--- config.mk ---
export PLATFORM = sky130hd
export DESIGN_NAME = mb_eye_width_sweep
export DESIGN_NICKNAME = d
export VERILOG_FILES = /design/src/rtl/mb_eye_width_sweep.sv
export SDC_FILE = /design/constraint.sdc
export NUM_CORES = 1
export LEC_CHECK = 0
export BUFFER_PORTS_ARGS = -buffer_cell sky130_fd_sc_hd__buf_2
export CORE_MARGIN = 2
export CORE_UTILIZATION = 45
export DETAILED_ROUTE_END_ITERATION = 6
export MAX_ROUTING_LAYER = met4
export SLEW_MARGIN = 20
export SYNTH_ARGS = -nofsm -noshare
export SYNTH_HDL_FRONTEND = slang
export SYNTH_SLANG_ARGS = --single-unit
--- constraint.sdc ---
create_clock -name clk -period 7.1 [get_ports clk]
set_input_delay 1.42 -clock clk [delete_from_list [all_inputs] [get_ports clk]]
set_output_delay 1.42 -clock clk [all_outputs]
set_load 0.02 [all_outputs]
--- src/rtl/mb_eye_width_sweep.sv ---
// Mainband eye-width sweep engine: steps the PI code over 0..PI_MAX, runs one point
// test per code, and reports per-lane pass, the widest all-lane eye centre and an ack.
module mb_eye_width_sweep #(
  parameter int LANES      = 16,
  parameter int PI_BITS    = 4,
  parameter int PI_MAX     = 15,
  parameter int MIN_EYE    = 4,
  parameter int SETTLE_CYC = 4,
  parameter int PT_TIMEOUT = 255
) (
  input  logic               clk,
  input  logic               rst,
  input  logic               i_sweep_en,
  input  logic               i_pt_done,
  input  logic [LANES-1:0]   i_pt_lane_pass,
  output logic               o_pt_start,
  output logic [PI_BITS-1:0] o_pi_step,
  output logic [LANES-1:0]   o_tx_lanes_result,
  output logic [PI_BITS-1:0] o_eye_center,
  output logic               o_eye_valid,
  output logic               o_busy,
  output logic               o_test_ack
);

  localparam int CW = PI_BITS + 1;
  localparam int SW = (SETTLE_CYC > 1) ? $clog2(SETTLE_CYC) : 1;
  localparam int TW = (PT_TIMEOUT > 1) ? $clog2(PT_TIMEOUT) : 1;
  localparam logic [SW-1:0]      SETTLE_LAST  = SW'(SETTLE_CYC - 1);
  localparam logic [TW-1:0]      TIMEOUT_LAST = TW'(PT_TIMEOUT - 1);
  localparam logic [PI_BITS-1:0] CODE_LAST    = PI_BITS'(PI_MAX);
  localparam logic [CW-1:0]      MIN_EYE_C    = CW'(MIN_EYE);

  typedef enum logic [2:0] {
    S_IDLE, S_SETTLE, S_START, S_WAIT, S_UPDATE, S_DONE
  } state_t;

  state_t             state, state_n;
  logic               en_q;
  logic [SW-1:0]      settle_cnt;
  logic [TW-1:0]      wait_cnt;
  logic [PI_BITS-1:0] code;
  logic [LANES-1:0]   pass_q;
  logic [CW-1:0]      cur_run [LANES];
  logic [CW-1:0]      max_run [LANES];
  logic [CW-1:0]      cur_run_n [LANES];
  logic [CW-1:0]      max_run_n [LANES];
  logic [CW-1:0]      agg_cur, best_len, best_start;
  logic [CW-1:0]      agg_cur_n, best_len_n, best_start_n;
  logic [LANES-1:0]   lanes_ok;
  logic [PI_BITS-1:0] center_n;
  logic               sweep_go, abort_go;

  function automatic logic [CW-1:0] run_next(input logic pass, input logic [CW-1:0] run);
    return pass ? run + CW'(1) : '0;
  endfunction

  function automatic logic [PI_BITS-1:0] eye_center(input logic [CW-1:0] start,
                                                    input logic [CW-1:0] len);
    logic [CW-1:0] mid;
    mid = start + ((len - CW'(1)) >> 1);
    return (len == '0) ? '0 : mid[PI_BITS-1:0];
  endfunction

  assign sweep_go   = (state == S_IDLE) && i_sweep_en && !en_q;
  assign abort_go   = (state inside {S_SETTLE, S_START, S_WAIT, S_UPDATE}) && !i_sweep_en;
  assign o_pt_start = (state == S_START);
  assign o_busy     = (state inside {S_SETTLE, S_START, S_WAIT, S_UPDATE});
  assign o_test_ack = (state == S_DONE);

  always_comb begin
    state_n = state;
    case (state)
      S_IDLE:   if (sweep_go) state_n = S_SETTLE;
      S_SETTLE: if (!i_sweep_en) state_n = S_IDLE;
                else if (settle_cnt == SETTLE_LAST) state_n = S_START;
      S_START:  state_n = i_sweep_en ? S_WAIT : S_IDLE;
      S_WAIT:   if (!i_sweep_en) state_n = S_IDLE;
                else if (i_pt_done || (wait_cnt == TIMEOUT_LAST)) state_n = S_UPDATE;
      S_UPDATE: if (!i_sweep_en) state_n = S_IDLE;
                else if (code == CODE_LAST) state_n = S_DONE;
                else state_n = S_SETTLE;
      S_DONE:   if (!i_sweep_en) state_n = S_IDLE;
      default:  state_n = S_IDLE;
    endcase
  end

  // Next run lengths as they will stand after the UPDATE cycle; the final UPDATE
  // feeds these straight into the DONE outputs.
  always_comb begin
    for (int i = 0; i < LANES; i++) begin
      cur_run_n[i] = run_next(pass_q[i], cur_run[i]);
      max_run_n[i] = (cur_run_n[i] > max_run[i]) ? cur_run_n[i] : max_run[i];
      lanes_ok[i]  = (max_run_n[i] >= MIN_EYE_C);
    end
    agg_cur_n    = run_next(&pass_q, agg_cur);
    best_len_n   = best_len;
    best_start_n = best_start;
    if (agg_cur_n > best_len) begin
      best_len_n   = agg_cur_n;
      best_start_n = {1'b0, code} - agg_cur_n + CW'(1);
    end
    center_n = eye_center(best_start_n, best_len_n);
  end

  // Control and output registers. en_q follows the pin even in reset so a level
  // held across reset release is not mistaken for a new request.
  always_ff @(posedge clk) begin
    en_q <= i_sweep_en;
    if (rst) begin
      state             <= S_IDLE;
      settle_cnt        <= '0;
      wait_cnt          <= '0;
      o_pi_step         <= '0;
      o_tx_lanes_result <= '0;
      o_eye_center      <= '0;
      o_eye_valid       <= 1'b0;
    end else begin
      state      <= state_n;
      settle_cnt <= (state == S_SETTLE) ? settle_cnt + SW'(1) : '0;
      wait_cnt   <= (state == S_WAIT) ? wait_cnt + TW'(1) : '0;
      if (sweep_go) begin
        o_pi_step         <= '0;
        o_tx_lanes_result <= '0;
        o_eye_center      <= '0;
        o_eye_valid       <= 1'b0;
      end else if (abort_go) begin
        o_pi_step <= '0;
      end else if (state == S_UPDATE) begin
        if (code == CODE_LAST) begin
          o_pi_step         <= center_n;
          o_tx_lanes_result <= lanes_ok;
          o_eye_center      <= center_n;
          o_eye_valid       <= (best_len_n >= MIN_EYE_C);
        end else begin
          o_pi_step <= code + PI_BITS'(1);
        end
      end
    end
  end

  // Sweep datapath; cleared at every sweep start, so it needs no reset.
  always_ff @(posedge clk) begin
    if (sweep_go) begin
      code       <= '0;
      agg_cur    <= '0;
      best_len   <= '0;
      best_start <= '0;
      for (int i = 0; i < LANES; i++) begin
        cur_run[i] <= '0;
        max_run[i] <= '0;
      end
    end else if (state == S_UPDATE && i_sweep_en) begin
      agg_cur    <= agg_cur_n;
      best_len   <= best_len_n;
      best_start <= best_start_n;
      for (int i = 0; i < LANES; i++) begin
        cur_run[i] <= cur_run_n[i];
        max_run[i] <= max_run_n[i];
      end
      if (code != CODE_LAST) code <= code + PI_BITS'(1);
    end
    if (state == S_WAIT && state_n == S_UPDATE) pass_q <= i_pt_done ? i_pt_lane_pass : '0;
  end

endmodule

; Word-level counts from Yosys, hierarchy flattened
; Memory sizes are Yosys's and may differ from the RTL's.
; Index checks and enable logic that the tools add are counted.
[classes]
n_eq_ne = 10
n_bitwise = 35
magnitude_cmp = 34
mux = 84
reduce_logical = 18
add_sub_neg = 24
[op_table]
columns = operator, count
row1 = 2-to-1 mux 5 bit, 67
row2 = adder 5 x 1 -> 5 bit (second input constant), 18
row3 = greater-or-equal comparator 5 x 3 -> 1 bit (second input constant), 17
row4 = > comparator 5 bit, 17
row5 = OR 1 bit, 32
row6 = 2-to-1 mux 3 bit, 8
row7 = one-hot mux 3 bit (6 select lines), 1
row8 = AND reduction 16 bit, 1
row9 = equality test 3 bit (second input constant), 3
row10 = adder 8 x 1 -> 8 bit (second input constant), 1
row11 = equality test 8 bit (second input constant), 1
row12 = 2-to-1 mux 4 bit, 2
row13 = equality test 3 x 2 -> 1 bit (second input constant), 2
row14 = OR reduction 2 bit, 3
row15 = logical AND 1 bit, 5
row16 = logical NOT 5 bit, 1
row17 = 2-to-1 mux 1 bit, 5
row18 = subtractor 4 x 5 -> 5 bit, 1
row19 = subtractor 5 x 1 -> 5 bit (second input constant), 1
row20 = adder 4 x 1 -> 4 bit (second input constant), 1
row21 = adder 4 bit, 1
row22 = equality test 4 bit (second input constant), 1
row23 = != test 4 bit (second input constant), 1
row24 = nonzero test 4 bit, 1
row25 = other kinds (11), 14
[word_totals]
elab_cells = 220
regBits = 74
ramBits = 160
mem_count = 2
[mem_list]
columns = memory, depth, word_bits, read_ports, rd_clocked_by_memory_dff, wr, line
row1 = cur_run, 16, 5, 16, 0, 16, 43  ; logic [CW-1:0] cur_run [LANES];
row2 = max_run, 16, 5, 16, 0, 16, 44  ; logic [CW-1:0] max_run [LANES];

; Depth between registers and ports, before layout
[logic_depth]
ltp_word = 8
mapped_depth = 18
ltp_nobuf = 18

; Worst setup path before layout
; No wires, ideal clock.
[synth_path]
path_type = in2reg
from = in i_sweep_en
to = reg best_start[3]
cell_stages = 7
n_path_buf = 1
setup_slack_ns = 0.724
arrival_time_ns = 6.256
path_cell_list = nand2b_1 nor4_1 clkbuf_1 nor2_1 inv_1 o21ai_0 a32o_1
[synth_via]
elab_chain_len = 2
elab_cells_between_ends = 3
classes_between = 3 x reduce/logical
[synth_lines]
columns = item, line
row1 = "start, declared", 13  ; input logic i_sweep_en,
row2 = logical AND 1 bit (2 in a row), 64  ; assign sweep_go = (state == S_IDLE) && i_sweep_en && !en_q;
row3 = "end signal, assigned", 155  ; best_start <= best_start_n;
row4 = "end, declared", 47  ; logic [CW-1:0] agg_cur, best_len, best_start;
; Several ways; a longest one is shown, not always the timed one.
; A chain may end at the register's enable or synchronous reset.

; Worst setup path in the final report
[layout_path]
from = reg pass_q[4]
to = reg o_eye_center[3]
[layout_via]
elab_chain_len = 7
elab_cells_between_ends = 11
classes_between = 4 x add/sub / 1 x order compare / 4 x mux / 2 x reduce/logical
[layout_lines]
columns = item, line
row1 = "start, declared", 42  ; logic [LANES-1:0] pass_q;
row2 = "start signal, assigned", 162  ; if (state == S_WAIT && state_n == S_UPDATE) pass_q <= i_pt_done ? i_pt_lane_pass : '0;
row3 = AND reduction 16 bit (*), 95  ; agg_cur_n = run_next(&pass_q, agg_cur);
row4 = 2-to-1 mux 5 bit (*), 54  ; return pass ? run + CW'(1) : '0;
row5 = via agg_cur_n[3], 48  ; logic [CW-1:0] agg_cur_n, best_len_n, best_start_n;
row6 = subtractor 4 x 5 -> 5 bit / > comparator 5 bit (equally long branches), "100, 98"
row7 = adder 5 x 1 -> 5 bit / 2-to-1 mux 5 bit (equally long branches), "100, 98"
row8 = 2-to-1 mux 5 bit / subtractor 5 x 1 -> 5 bit (equally long branches), "98, 60"
row9 = adder 4 bit, 60  ; mid = start + ((len - CW'(1)) >> 1);
row10 = 2-to-1 mux 4 bit (*), 61  ; return (len == '0) ? '0 : mid[PI_BITS-1:0];
row11 = "end signal, assigned", 132  ; o_eye_center <= center_n;
row12 = "end, declared", 19  ; output logic [PI_BITS-1:0] o_eye_center,
; The timed path passes the listed nets; every way through them passes the cells marked *.

==> flow_metrics.tcl <==
set metrics [dict create \
    status "finished, final reports clean" \
    path_buf_inv 0 \
    setup_viol 0 \
    cts_tree "built" \
    fp-row-count 64 \
    core-area_mm2 0.0303 \
    synth-seq-cells 233 \
    clk_pin_slew_ns 0.06 \
    cts_num_sinks 233 \
    hpwl_um 19900 \
    ys_seq_area_share_pct 46.6 \
    max_freq_mhz 199 \
    die_area_mm2 0.0320 \
    start_util_pct 45.4 \
    maxCapViolations 0 \
    grt_start_max_net_pins 101 \
    fin_crit_sh_pct 70.8 \
    drc_errors 0 \
    ys_types 60 \
    utilization_pct 50.6 \
    period_minus_slack_ns 5.03 \
    firstDrtPassIters 5 \
    p_leak_nw 6.25 \
    rsz0062_at_grt "false" \
    drt_wl_total_um 29300 \
    h-tree-depth 1 \
    drive_above_1_share_pct 9.97 \
    cts_root_buf "clkbuf_16" \
    vias_per_cell 5.33 \
    synthToLayoutAreaGrowth_pct 11.4 \
    required_ns 7.52 \
    arrival_ns 5.45 \
    syn_avg_cell_area_um2 9.97 \
    hold_buffers 0 \
    diodes 0 \
    path_cells "nand4_1, or4_1, nor2_1, ha_1, nand4_1, o221ai_1, nand2_1, a21oi_1, ha_1, xnor2_1, ha_1, a21o_1, a21oi_1, xnor2_2, mux2i_1, a211oi_2" \
    drtIter0Drc 568 \
    endpoint_kind "flip-flop" \
    hold_slack_ns 0.437 \
    grt_pass1_wl_um 48500 \
    setup_tns_ns 0 \
    tightest_slew_ns 0.963 \
    cts_resized 0 \
    synth_edf_count 176 \
    worstPathMaxFanout 8 \
    routedWlPerCell_um 15.8 \
    clock_latency_ns 0.54 \
    slowest_stage "or4_1" \
    grt_usage_pct 19.4 \
    synthFlopType "edfxtp_1" \
    syn_inst 1382 \
    synthesis.area_mm2 0.0138 \
    startpoint_type "flip-flop" \
    hp-class "flip-flop to flip-flop" \
    die_height_um 179 \
    cts_setup_buffers 0 \
    grt_pass1_vias 9650 \
    yosysWarnings 0 \
    slew_viol_final 0 \
    port_buffers 47 \
    power_density_mw_per_mm2 205 \
    peakVddDrop_mv 0.167 \
    cpMostUsedCell "ha_1" \
    async_flop_share_pct 0 \
    hold_violations 0 \
    cts_buffer_depth 3 \
    crit_family "simple AND/OR/NAND/NOR gates" \
    slew-limit-headroom_pct 35.6 \
    num-fill-cells 2775 \
    nNetsFinal 1569 \
    critPathMaxStageDelay_ns 0.71 \
    overflow 0 \
    vias 9857 \
    antenna_found_initial 2 \
    fp.dieW_um 179 \
    antenna_left 0 \
    crit_type "flip-flop to flip-flop" \
    finClkSkew_ns 0.0165 \
    io_pins 48 \
    gp_congestion 0.863 \
    cts_buffers 27 \
    syn_nets 1518 \
]
## power breakdown
| part | total [mW] | switching (mW) | internal [mW] |
|---|---|---|---|
| combinational | 0.246 | 0.145 | 0.101 |
| clock | 1.37 | 0.560 | 0.809 |
| sequential | 1.53 | 0.0213 | 1.50 |
| total | 3.14 | 0.726 | 2.41 |
## stage by stage
step,std cells,worst slack [ns],area (µm²),power (mW)
4_1_cts,1850,2.12,15400,3.18
3_3_place_gp,1800,2.30,14500,1.80
2_1_floorplan,1382,0.724,13800,1.74
6_report,1850,2.07,15400,3.14
5_1_grt,1850,1.74,15400,3.27
3_5_place_dp,1800,2.16,14500,1.80
## area by class of cell
cell class                 instances  area, µm²  share of cell area (%)
timing repair buffer              56        303                    1.97
clock buffer                      38        788                    5.13
multi-input combinational       1001       6810                    44.4
inverter                         114        433                    2.82
tap                              396        495                    3.23
clock inverter                    12       92.6                   0.603
sequential                       233       6430                    41.9
## final timing paths
path                            depth (start not counted)                      endpoint  slack, ns                      from
worst max-delay path                                   16  o_eye_center[3]$_SDFFE_PP0P_       2.07   pass_q[4]$_SDFFCE_PN0P_
worst min-delay path                                    1      settle_cnt[0]$_SDFF_PP0_       0.44  settle_cnt[0]$_SDFF_PP0_
worst max register to register                         16  o_eye_center[3]$_SDFFE_PP0P_       2.07   pass_q[4]$_SDFFCE_PN0P_
worst min register to register                          1      settle_cnt[0]$_SDFF_PP0_       0.44  settle_cnt[0]$_SDFF_PP0_
## metal layers
metal | vias up | global-route usage, % | share of wire, %
met5 | - | - | 0
met2 | 170 | 31.1 | 46
li1 | 4979 | - | -
met3 | 38 | 2.25 | 3.7
met1 | 4670 | 26.8 | 49
met4 | 0 | 3.66 | 1.7
## worst reg2reg max path: stages, from the launching register on
cell and delay (ns):
edfxtp_1 0.46, nand4_1 0.19, or4_1 0.71, nor2_1 0.32, ha_1 0.19, nand4_1 0.12, o221ai_1 0.51, nand2_1 0.32
a21oi_1 0.33, ha_1 0.36, xnor2_1 0.21, ha_1 0.29, a21o_1 0.15, a21oi_1 0.23, xnor2_2 0.17, mux2i_1 0.25
a211oi_2 0.09
## cell families (layout without fill, tap and decap cells)
kind of cell | after synthesis | in the layout | share of synthesized area, %
xor gates and xnor gates | 65 | 65 | 4.19
AOI/OAI and AO/OA | 248 | 248 | 11.4
muxes | 47 | 47 | 3.55
buffers and inverters | 148 | 220 | 4.10
adders and majority gates | 116 | 116 | 10.6
and+or+nand+nor | 525 | 525 | 19.5
DFF | 233 | 233 | 46.6
## cells in the final DEF (no fill, tap or decap), types with 5 or more instances in the layout
cell       netlist  final
xnor2_1         19     19
xor2_1          45     45
nand2_1         64     63
and2_1          74     74
buf_4            0      9
mux2_2          15     15
dfxtp_1         57     57
a21boi_0         5      5
a22o_1           6      6
clkinv_2         0      7
o211ai_1         7      7
o21ai_0         66     66
nand2b_1        19     19
a31oi_1          7      7
a21oi_1         69     69
ha_1           114    114
buf_2            2     47
a2111oi_0        9      9
o21ba_2          6      6
inv_1          114    113
a21o_1           5      5
nand3_1         61     61
and3_1          35     35
or2b_1          12     12
nor3_1          25     24
clkbuf_8         0      5
o21a_1          37     37
nor2b_1         46     46
nand4_1          6      6
edfxtp_1       176    176
clkbuf_1        29      5
o22ai_1         10     10
nor2_1         156    152
clkbuf_16        0     28
mux2i_1         32     32
o31a_1           7      7
## state kept, by name, summed over array words and instances, names as in the netlist, 2 cells and up
register	count
state	3
wait_cnt	8
o_eye_center	4
agg_cur	5
o_pi_step	4
best_len	5
max_run	80
pass_q	16
settle_cnt	2
cur_run	80
o_tx_lanes_result	16
best_start	4
code	4
## cells in the mapped netlist (all sizes together) (7+ instances only)
master,n,area share [%]
a2111oi,9,0.57
a21oi,71,2.6
a31oi,8,0.41
and2,77,3.5
and3,35,1.6
clkbuf,29,0.79
dfxtp,57,8.3
edfxtp,176,38
ha,114,10
inv,114,3.1
mux2,15,1.2
mux2i,32,2.3
nand2,64,1.7
nand2b,19,0.86
nand3,62,2.3
nor2,157,4.3
nor2b,46,2.1
nor3,25,0.91
o211ai,7,0.38
o21a,37,2.0
o21ai,66,2.4
o22ai,10,0.45
o31a,7,0.45
or2b,12,0.65
xnor2,20,1.3
xor2,45,2.9
No activity file was read; power rests on OpenSTA's default activity.
